## src/rtl/sample_address_sequencer_pkg.sv

```systemverilog
// ============================================================================
// sound_board_pkg
// Shared sound-board constants and the playback sequencer state type.
// Revision: 1.0
// ============================================================================
`default_nettype none

package sound_board_pkg;

  localparam int SB_ADDR_W    = 15;
  localparam int SB_CLK_HZ    = 50_000_000;
  localparam int SB_SAMPLE_HZ = 8_000;
  localparam int SB_CLK_DIV   = SB_CLK_HZ / SB_SAMPLE_HZ;

  typedef enum logic [0:0] {
    SEQ_IDLE = 1'b0,
    SEQ_PLAY = 1'b1
  } seq_state_t;

endpackage

`default_nettype wire

```

## src/rtl/sample_address_sequencer_if.sv

```systemverilog
// ============================================================================
// sample_address_sequencer_if
// Pad control inputs and playback address outputs of one sequencer.
// Revision: 1.0
// ============================================================================
`default_nettype none

interface sample_address_sequencer_if #(
  parameter int ADDR_W = 15
);
  logic              trigger;
  logic              stop;
  logic [ADDR_W-1:0] address;
  logic              en;
  logic              busy;
  logic              done;

  // master drives the pad controls, slave is the sequencer itself
  modport master (output trigger, output stop,
                  input  address, input en, input busy, input done);
  modport slave  (input  trigger, input  stop,
                  output address, output en, output busy, output done);
endinterface

`default_nettype wire

```

## src/rtl/sample_address_sequencer_tick_gen.sv

```systemverilog
// ============================================================================
// sample_tick_gen
// Sample-rate divider: tick high on the last cycle of every CLK_DIV period.
// Revision: 1.0
// ============================================================================
`default_nettype none

module sample_tick_gen #(
  parameter int unsigned CLK_DIV = 6250,
  parameter int          DIV_W   = 13
) (
  input  logic clock,
  input  logic reset,
  input  logic clear,
  output logic tick
);

  localparam logic [DIV_W-1:0] C_LAST = DIV_W'(CLK_DIV - 1);

  logic [DIV_W-1:0] count_q;
  logic [DIV_W-1:0] count_d;

  assign tick = (count_q == C_LAST);

  always_comb begin
    count_d = count_q + DIV_W'(1);
    if (clear || tick) begin
      count_d = '0;
    end
  end

  always_ff @(posedge clock or posedge reset) begin
    if (reset) begin
      count_q <= '0;
    end else begin
      count_q <= count_d;
    end
  end

endmodule

`default_nettype wire

```

## src/rtl/sample_address_sequencer.sv

```systemverilog
// ============================================================================
// sample_address_sequencer
// Per-pad playback address generator; SAMPLE_SEQ_LOOP_EN enables looping
// while the trigger is held at the end of a clip.
// Revision: 1.0
// ============================================================================
`default_nettype none

module sample_address_sequencer
  import sound_board_pkg::*;
#(
  parameter int          ADDR_W     = SB_ADDR_W,
  parameter int unsigned START_ADDR = 0,
  parameter int unsigned END_ADDR   = 32767,
  parameter int unsigned CLK_DIV    = SB_CLK_DIV,
  parameter int          DIV_W      = 13
) (
  input  logic                        clock,
  input  logic                        reset,
  sample_address_sequencer_if.slave   bus
);

  localparam logic [ADDR_W-1:0] C_START = ADDR_W'(START_ADDR);
  localparam logic [ADDR_W-1:0] C_END   = ADDR_W'(END_ADDR);

  if ((END_ADDR < START_ADDR) || (CLK_DIV < 1) ||
      (longint'(END_ADDR) >= (longint'(1) << ADDR_W)) ||
      (longint'(CLK_DIV) - 1 >= (longint'(1) << DIV_W))) begin : g_param_check
    $fatal(1, "sample_address_sequencer: illegal parameter set");
  end

  seq_state_t        state_q, state_d;
  logic [ADDR_W-1:0] address_q, address_d;
  logic              en_q, en_d;
  logic              done_q, done_d;
  logic              trig_q, trig_d;
  logic              trig_rise;
  logic              tick;
  logic              clear;
  logic              loop_ok;

  assign trig_rise = bus.trigger & ~trig_q;

`ifdef SAMPLE_SEQ_LOOP_EN
  assign loop_ok = bus.trigger;
`else
  assign loop_ok = 1'b0;
`endif

  sample_tick_gen #(
    .CLK_DIV (CLK_DIV),
    .DIV_W   (DIV_W)
  ) u_tick_gen (
    .clock (clock),
    .reset (reset),
    .clear (clear),
    .tick  (tick)
  );

  // priority: stop > trig_rise > tick
  always_comb begin
    state_d   = state_q;
    address_d = address_q;
    done_d    = 1'b0;
    trig_d    = bus.trigger;
    clear     = 1'b0;
    case (state_q)
      SEQ_IDLE: begin
        address_d = C_START;
        clear     = 1'b1;
        if (trig_rise && !bus.stop) begin
          state_d = SEQ_PLAY;
        end
      end
      SEQ_PLAY: begin
        if (bus.stop) begin
          state_d   = SEQ_IDLE;
          address_d = C_START;
          clear     = 1'b1;
        end else if (trig_rise) begin
          address_d = C_START;
          clear     = 1'b1;
        end else if (tick) begin
          if (address_q != C_END) begin
            address_d = address_q + ADDR_W'(1);
          end else if (loop_ok) begin
            address_d = C_START;
          end else begin
            state_d   = SEQ_IDLE;
            address_d = C_START;
            done_d    = 1'b1;
            clear     = 1'b1;
          end
        end
      end
      default: begin
        state_d   = SEQ_IDLE;
        address_d = C_START;
        clear     = 1'b1;
      end
    endcase
    en_d = (state_d == SEQ_PLAY);
  end

  always_ff @(posedge clock or posedge reset) begin
    if (reset) begin
      state_q   <= SEQ_IDLE;
      address_q <= C_START;
      en_q      <= 1'b0;
      done_q    <= 1'b0;
      trig_q    <= 1'b1;
    end else begin
      state_q   <= state_d;
      address_q <= address_d;
      en_q      <= en_d;
      done_q    <= done_d;
      trig_q    <= trig_d;
    end
  end

  assign bus.address = address_q;
  assign bus.en      = en_q;
  assign bus.busy    = en_q;
  assign bus.done    = done_q;

endmodule

`default_nettype wire

```

## src/flat_wrapper.sv

```systemverilog
// flat-port wrapper written by rule: the top's interface ports become plain ports
module sample_address_sequencer_flat import sound_board_pkg::*;
#(
  parameter int          ADDR_W     = SB_ADDR_W,
  parameter int unsigned START_ADDR = 0,
  parameter int unsigned END_ADDR   = 32767,
  parameter int unsigned CLK_DIV    = SB_CLK_DIV,
  parameter int          DIV_W      = 13
)
  (clock, reset, bus_trigger, bus_stop, bus_address, bus_en, bus_busy, bus_done);
  sample_address_sequencer_if #(.ADDR_W(ADDR_W)) bus_i ();
  input  logic clock;
  input  logic reset;
  input wire logic [$bits(bus_i.trigger)-1:0] bus_trigger;
  input wire logic [$bits(bus_i.stop)-1:0] bus_stop;
  output wire logic [$bits(bus_i.address)-1:0] bus_address;
  output wire logic [$bits(bus_i.en)-1:0] bus_en;
  output wire logic [$bits(bus_i.busy)-1:0] bus_busy;
  output wire logic [$bits(bus_i.done)-1:0] bus_done;
  assign bus_i.trigger = bus_trigger;
  assign bus_i.stop = bus_stop;
  assign bus_address = bus_i.address;
  assign bus_en = bus_i.en;
  assign bus_busy = bus_i.busy;
  assign bus_done = bus_i.done;
  sample_address_sequencer #(.ADDR_W(ADDR_W), .START_ADDR(START_ADDR), .END_ADDR(END_ADDR), .CLK_DIV(CLK_DIV), .DIV_W(DIV_W)) u_core (.clock(clock), .reset(reset), .bus(bus_i));
endmodule
```

## config.mk

```make
export PLATFORM = sky130hd
export DESIGN_NAME = sample_address_sequencer_flat
export DESIGN_NICKNAME = d
export VERILOG_FILES = /design/src/rtl/sample_address_sequencer_pkg.sv /design/src/rtl/sample_address_sequencer_if.sv /design/src/rtl/sample_address_sequencer_tick_gen.sv /design/src/rtl/sample_address_sequencer.sv /design/src/flat_wrapper.sv
export SDC_FILE = /design/constraint.sdc
export NUM_CORES = 1
export LEC_CHECK = 0
export CAP_MARGIN = 10
export CORE_MARGIN = 8
export CORE_UTILIZATION = 45
export CTS_BUF_LIST = sky130_fd_sc_hd__clkbuf_4 sky130_fd_sc_hd__clkbuf_8 sky130_fd_sc_hd__clkbuf_16
export DETAILED_ROUTE_END_ITERATION = 12
export PLACE_DENSITY_LB_ADDON = 0.3
export REMOVE_ABC_BUFFERS = 1
export SLEW_MARGIN = 20
export SYNTH_ARGS = -nofsm -noshare
export SYNTH_HDL_FRONTEND = slang
export SYNTH_HIERARCHICAL = 1
export SYNTH_SLANG_ARGS = --single-unit
```

## constraint.sdc

```tcl
create_clock -name clock -period 3.6 [get_ports clock]
set_input_delay 0.36 -clock clock [delete_from_list [all_inputs] [get_ports clock]]
set_output_delay 0.36 -clock clock [all_outputs]
set_load 0.005 [all_outputs]
```

==> results of run 1 <==
[registers in the layout (all words and copies together) (netlist names)]
signal                     count
u_core/bus.address            15
u_core/u_tick_gen/count_q     13
u_core/bus.busy                1
u_core/bus.done                1
u_core/trig_q                  1
[through the flow]
step                      hold slack (ps)  setup WS, ps  utilization (%)
after floorplan                       237           834                -
after global placement                498          1010             52.3
after detailed placement              515           944             52.3
after CTS                             356           932             54.3
after global routing                  396           770             54.3
final                                 355           953             54.3
[cell type report]
class	count	area [sq um]	area share, %
clock buffers	7	65.1	3.35
clock inverters	1	7.51	0.386
inverters	8	30.0	1.54
multi-input cells	109	787	40.5
flip-flops and latches	31	777	40.0
well taps	48	60.1	3.09
repair buffers	22	218	11.2
[worst register-to-register path: cells and delay by family, from the launching register on]
kind / cells / cell delay (ps)
DFF: 1 / 460
and+or+nand+nor: 7 / 1870
buffers and inverters: 1 / 210
[logic make-up (layout without fill, tap and decap cells)]
| logic type | Yosys count | count (layout) | synth area share [%] |
|---|---|---|---|
| AND/OR/NAND/NOR | 68 | 68 | 25.9 |
| flip-flops | 31 | 31 | 47.1 |
| AO/OA/AOI/OAI | 21 | 21 | 10.5 |
| XOR/XNOR | 16 | 16 | 8.50 |
| buffers and inverters | 13 | 38 | 5.16 |
| adder cells (fa/ha/maj) | 3 | 3 | 2.28 |
| multiplexers | 1 | 1 | 0.607 |
[power groups by stage]
stage	clock network (mW)	registers [mW]	logic, mW
finish	0.236	0.352	0.0239
global route	0.260	0.352	0.0270
CTS	0.246	0.352	0.0248
detailed placement	0	0.359	0.0246
global placement	0	0.358	0.0243
floorplan	0	0.358	0.0139
[per-layer routing]
| metal | wire length (um) | global-route usage, % |
|---|---|---|
| met4 | 63 | 8.08 |
| met5 | 0 | 0 |
| met3 | 135 | 3.66 |
| met2 | 1740 | 19.8 |
| met1 | 1310 | 12.6 |
[worst min path at each step]
stage	start	slack [ps]	end	depth (start not counted)
3_3_place_gp	u_core/u_tick_gen/count_q[0]	500	u_core/u_tick_gen/count_q[0]	1
5_1_grt	reset	400	u_core/u_tick_gen/count_q[9]	2
6_report	reset	360	u_core/u_tick_gen/count_q[9]	2
2_1_floorplan	reset	240	u_core/u_tick_gen/count_q[0]	1
4_1_cts	reset	360	u_core/u_tick_gen/count_q[9]	2
3_5_place_dp	u_core/u_tick_gen/count_q[0]	520	u_core/u_tick_gen/count_q[0]	1
[cell usage in the layout, fill, tap and decap left out, drive strengths merged, types with 2 or more instances in the layout]
cell,instances
a21oi,9
and2,3
and4,4
clkbuf,7
clkdlybuf4s50,21
dfrtp,30
ha,3
inv,8
nand2,7
nand3,6
nand4,8
nor2,20
nor3,3
o21ai,6
o311ai,4
or3,8
or4,2
xnor2,4
xor2,12
==> impl_metrics.toml, run 1 <==
[status]
status = "finished clean"

[yosys]
yosysWarningCount = 6
yosysMostFrequentCell = "dfrtp_1"
ys_ff_latch = 31
synth_cell_types = 43
yosysSeqAreaShare_pct = 47.1
synth_edf_count = 0
ys_top_cells_by_area = "dfrtp_1 46%, xor2_1 6.4%, nor2_1 3.6%"
synthFlopType = "dfrtp_1"
syn_area_sq_mm = 0.00165
syn_avg_cell_area_sq_um = 10.8
synth.largest_area_cell = "dfrtp_1"
syn_inst = 153
synth_common_cells = "30 x dfrtp_1, 16 x nor2_1, 12 x xor2_1"
ys_async_sr_fraction_pct = 100
synth_top_area_share_pct = 45.5

[flow_run]
drv_cap = 0

[critical_path]
critPathTopFamily = "simple AND/OR/NAND/NOR gates"
required_ps = 3820
path_cells = "or4b_1 -> nor3_2 -> buf_4 -> nand4_4 -> or4_4 -> nand2_4 -> or2_4 -> nor2_1"
r2r_slack_ps = 950
crit_start = "u_core/u_tick_gen/count_q[4]"
reg2reg_from = "u_core/u_tick_gen/count_q[4]"
rr_endpoint = "u_core/u_tick_gen/count_q[7]"
start_kind = "flip-flop"
cpPeakStageDelay_ps = 580
cp_slowest_cell = "or4_4"
cp.depth = 8
cp.arrival_ps = 2870
critPathCapture = "u_core/u_tick_gen/count_q[7]"
critPathKind = "flip-flop to flip-flop"
setup.worst_path.end_class = "flip-flop"
critical_path_buf_inv_count = 1
cp_max_fo = 14
reg2reg_depth = 8

[timing]
min_period_over_period_pct = 73.5
tightestPinTransition_ps = 677
hold_viol_final = 0
maxSlewHeadroom_pct = 54.8
totalNegativeSetupSlack_ps = 0
setup_viol = 0
skew_ps = 13.6
drv_slew = 0
max_freq_ghz = 0.378
rsz0062_at_grt = "no"
timing.final.crit_period_ps = 2650

[clock_network]
cts_tree = "done"
cts_max_level = 2
cts_setup_buffers = 0
clockBufferDepth = 2
clockRootBuffer = "clkbuf_4"
cts_inserted_buffers = 5
cts_resized = 0
path_clk_slew_ps = 100
insertion_delay_ps = 340
numClockSinks = 31
cts_hold_buf = 0

[power_and_ir_drop]
p_comb_share_pct = 3.9
swShare_pct = 22.9
peakVddDrop_uv = 259
p_seq_share_pct = 57.5
p_int_mw = 0.472
power.density_mw_per_mm2 = 315
p_switching_mw = 0.140
power.leakage_nw = 0.730
p_total_mw = 0.612
clkPwrFrac_pct = 38.6

[place]
dp.cells = 218
dp_hpwl_mm = 2.42
gp_congestion = 0.786
io_buffers = 21
placed_area_sq_mm = 0.00187

[cells_and_area]
final-instance-count-excl-fill = 226
drive_gt1_share_pct = 16.9
post-route-cell-area_sq_mm = 0.00194
fill_cells = 316
diodes = 0
fin_nets = 184
syn2layout_area_growth_pct = 17.9

[grt]
antenna_found_initial = 0
grt_pass1_vias = 1226
grt_overflow = 0
grtUsageTotal_pct = 11.9
grt_max_degree = 19
grt_pass1_wl_mm = 5.63

[floorplan]
fp.coreArea_sq_mm = 0.00358
die-area_sq_mm = 0.00586
die_width_um = 76.5
core.rowCount = 22
ios = 22
start_util_pct = 46.1
die_height_um = 76.5

[route]
route.detailed.drc = 0
drt_iter0_drc = 69
post_drt_wl_per_cell_um = 14.4
vias_per_cell = 5.40
vias = 1220
finalWirelength_mm = 3.25
dr.pass1.iters = 4
drtAntennaViolNets = 0

[worst_hold_path]
hold_path.class = "input pin to async pin"
Note: power is estimated with default switching activity, not from simulation.
==> run 2, diff against run 1 <==
==> constraint.sdc (replaced) <==
create_clock -name clock -period 2.7 [get_ports clock]
set_input_delay 0.27 -clock clock [delete_from_list [all_inputs] [get_ports clock]]
set_output_delay 0.27 -clock clock [all_outputs]
set_load 0.005 [all_outputs]
==> impl_metrics.toml, run 2 (same netlist as run 1, synthesis figures left out) <==
[grt]
antenna_found_initial = 0
globalRouteMet1Util_pct = 12.8
grt_pass1_wl_mm = 6.04
grt_pass1_vias = 1319
use_met3_pct = 4.36
grtUsageTotal_pct = 12.4
grt_overflow = 0
busiest_layer = "met2"
met2_usage_pct = 22.4
grt_max_degree = 19

[cells_and_area]
diodes = 0
drive_gt1_share_pct = 17.8
final_common_cell = "dfrtp_1"
fin_nets = 186
syn2layout_area_growth_pct = 17.6
largest_reg_flops = 15
fill_cells = 316
mostFrequentLayoutCells = "30 x dfrtp_1, 21 x clkdlybuf4s50_1, 16 x nor2_1"

[critical_path]
cpPeakStageDelay_ps = 580
required_ps = 2920
cp_slowest_cell = "or4_4"
setup.worst_path.end_class = "flip-flop"
reg2reg_from = "u_core/u_tick_gen/count_q[4]"
start_kind = "flip-flop"
cp_max_fo = 13
path_cells = "or4b_1 -> nor3_2 -> nand4_4 -> or4_4 -> nand2_4 -> or2_4 -> nor2_1"
critPathTopFamily = "simple AND/OR/NAND/NOR gates"
crit_start = "u_core/u_tick_gen/count_q[4]"
critical_path_buf_inv_count = 0
critPathKind = "flip-flop to flip-flop"
cp.arrival_ps = 2690

[route]
drtAntennaViolNets = 0
finalWirelength_mm = 3.41
vias = 1243
route.detailed.drc = 0
dr.pass1.iters = 4
vias_per_cell = 5.45
post_drt_wl_per_cell_um = 14.9
drt_iter0_drc = 78

[floorplan]
fp.coreArea_sq_mm = 0.00358
ios = 22
start_util_pct = 46.1
die-area_sq_mm = 0.00586
die_height_um = 76.5
core.rowCount = 22
die_width_um = 76.5

[timing]
timing.final.crit_period_ps = 2460
drv_slew = 0
skew_ps = 6.68
max_freq_ghz = 0.406
maxSlewHeadroom_pct = 51.9
tightestPinTransition_ps = 720
timing.hold.ws_ps = 280
min_period_over_period_pct = 91.2
rsz0062_at_grt = "no"
hold_viol_final = 0
setup_viol = 0
finalWorstSetupSlack_ps = 239

[place]
dp_slack_ps = 239
dp_hpwl_mm = 2.55
gp_congestion = 0.828
io_buffers = 21

[clock_network]
cts_setup_buffers = 0
clockBufferDepth = 2
insertion_delay_ps = 330
cts_tree = "done"
numClockSinks = 31
cts_max_level = 2
cts_resized = 0
clockRootBuffer = "clkbuf_4"
cts_hold_buf = 0
cts_inserted_buffers = 5
path_clk_slew_ps = 100

[power_and_ir_drop]
power.density_mw_per_mm2 = 394
peakVddDrop_uv = 310
p_total_mw = 0.764
power.leakage_nw = 0.737

[flow_run]
drv_cap = 0

[worst_hold_path]
hold_path.class = "input pin to async pin"

[status]
status = "finished clean"
run 2: cell types whose count changed in the layout (fill, tap and decap cells not counted), sizes merged:
cell,previous run,this run
clkbuf,7,5
buf,1,3
clkinvlp,1,0
clkinv,0,3
run 2: area by class of cell:
class,instances,area [sq um],share of cell area [%]
timing repair buffer,24,233,12.0
tap,48,60.1,3.10
sequential,31,777,40.1
clock buffer,5,37.5,1.94
inverter,8,30.0,1.55
multi-input combinational,109,787,40.6
clock inverter,3,15.0,0.774
run 2: path summary, 6_finish.rpt:
check	end	depth (start not counted)	slack [ps]
min reg2reg	u_core/u_tick_gen/count_q[0]	1	530
max reg2reg	u_core/u_tick_gen/count_q[4]	7	240
min	u_core/u_tick_gen/count_q[10]	2	280
min in group clock	u_core/trig_q	1	360
max in group asynchronous	u_core/bus.address[12]	2	1860
max	u_core/u_tick_gen/count_q[4]	7	240
run 2: per-layer routing:
layer / part of all wire, % / wire, um
met5: 0 / 0
met4: 1.4 / 46
met3: 4.4 / 151
met2: 53 / 1790
met1: 42 / 1420
run 2: power by group:
part | leakage (nW) | internal, mW | switching [mW]
logic | 0.274 | 0.0122 | 0.0228
registers | 0.429 | 0.467 | 0.00211
clock network | 0.0347 | 0.0967 | 0.163
total | 0.737 | 0.576 | 0.188
run 2: worst register-to-register path, stage by stage (launching register included):
cell	delay (ps)
dfrtp_1	460
or4b_1	540
nor3_2	220
nand4_4	130
or4_4	580
nand2_4	140
or2_4	220
nor2_1	80
run 2: metrics by stage:
stage / TNS [ps] / instance area (sq um) / instances / util, %
floorplan: -839 / 1590 / 148 / -
global placement: 0 / 1890 / 220 / 52.7
detailed placement: 0 / 1890 / 220 / 52.7
CTS: 0 / 1940 / 228 / 54.2
global route: 0 / 1940 / 228 / 54.2
finish: 0 / 1940 / 228 / 54.2
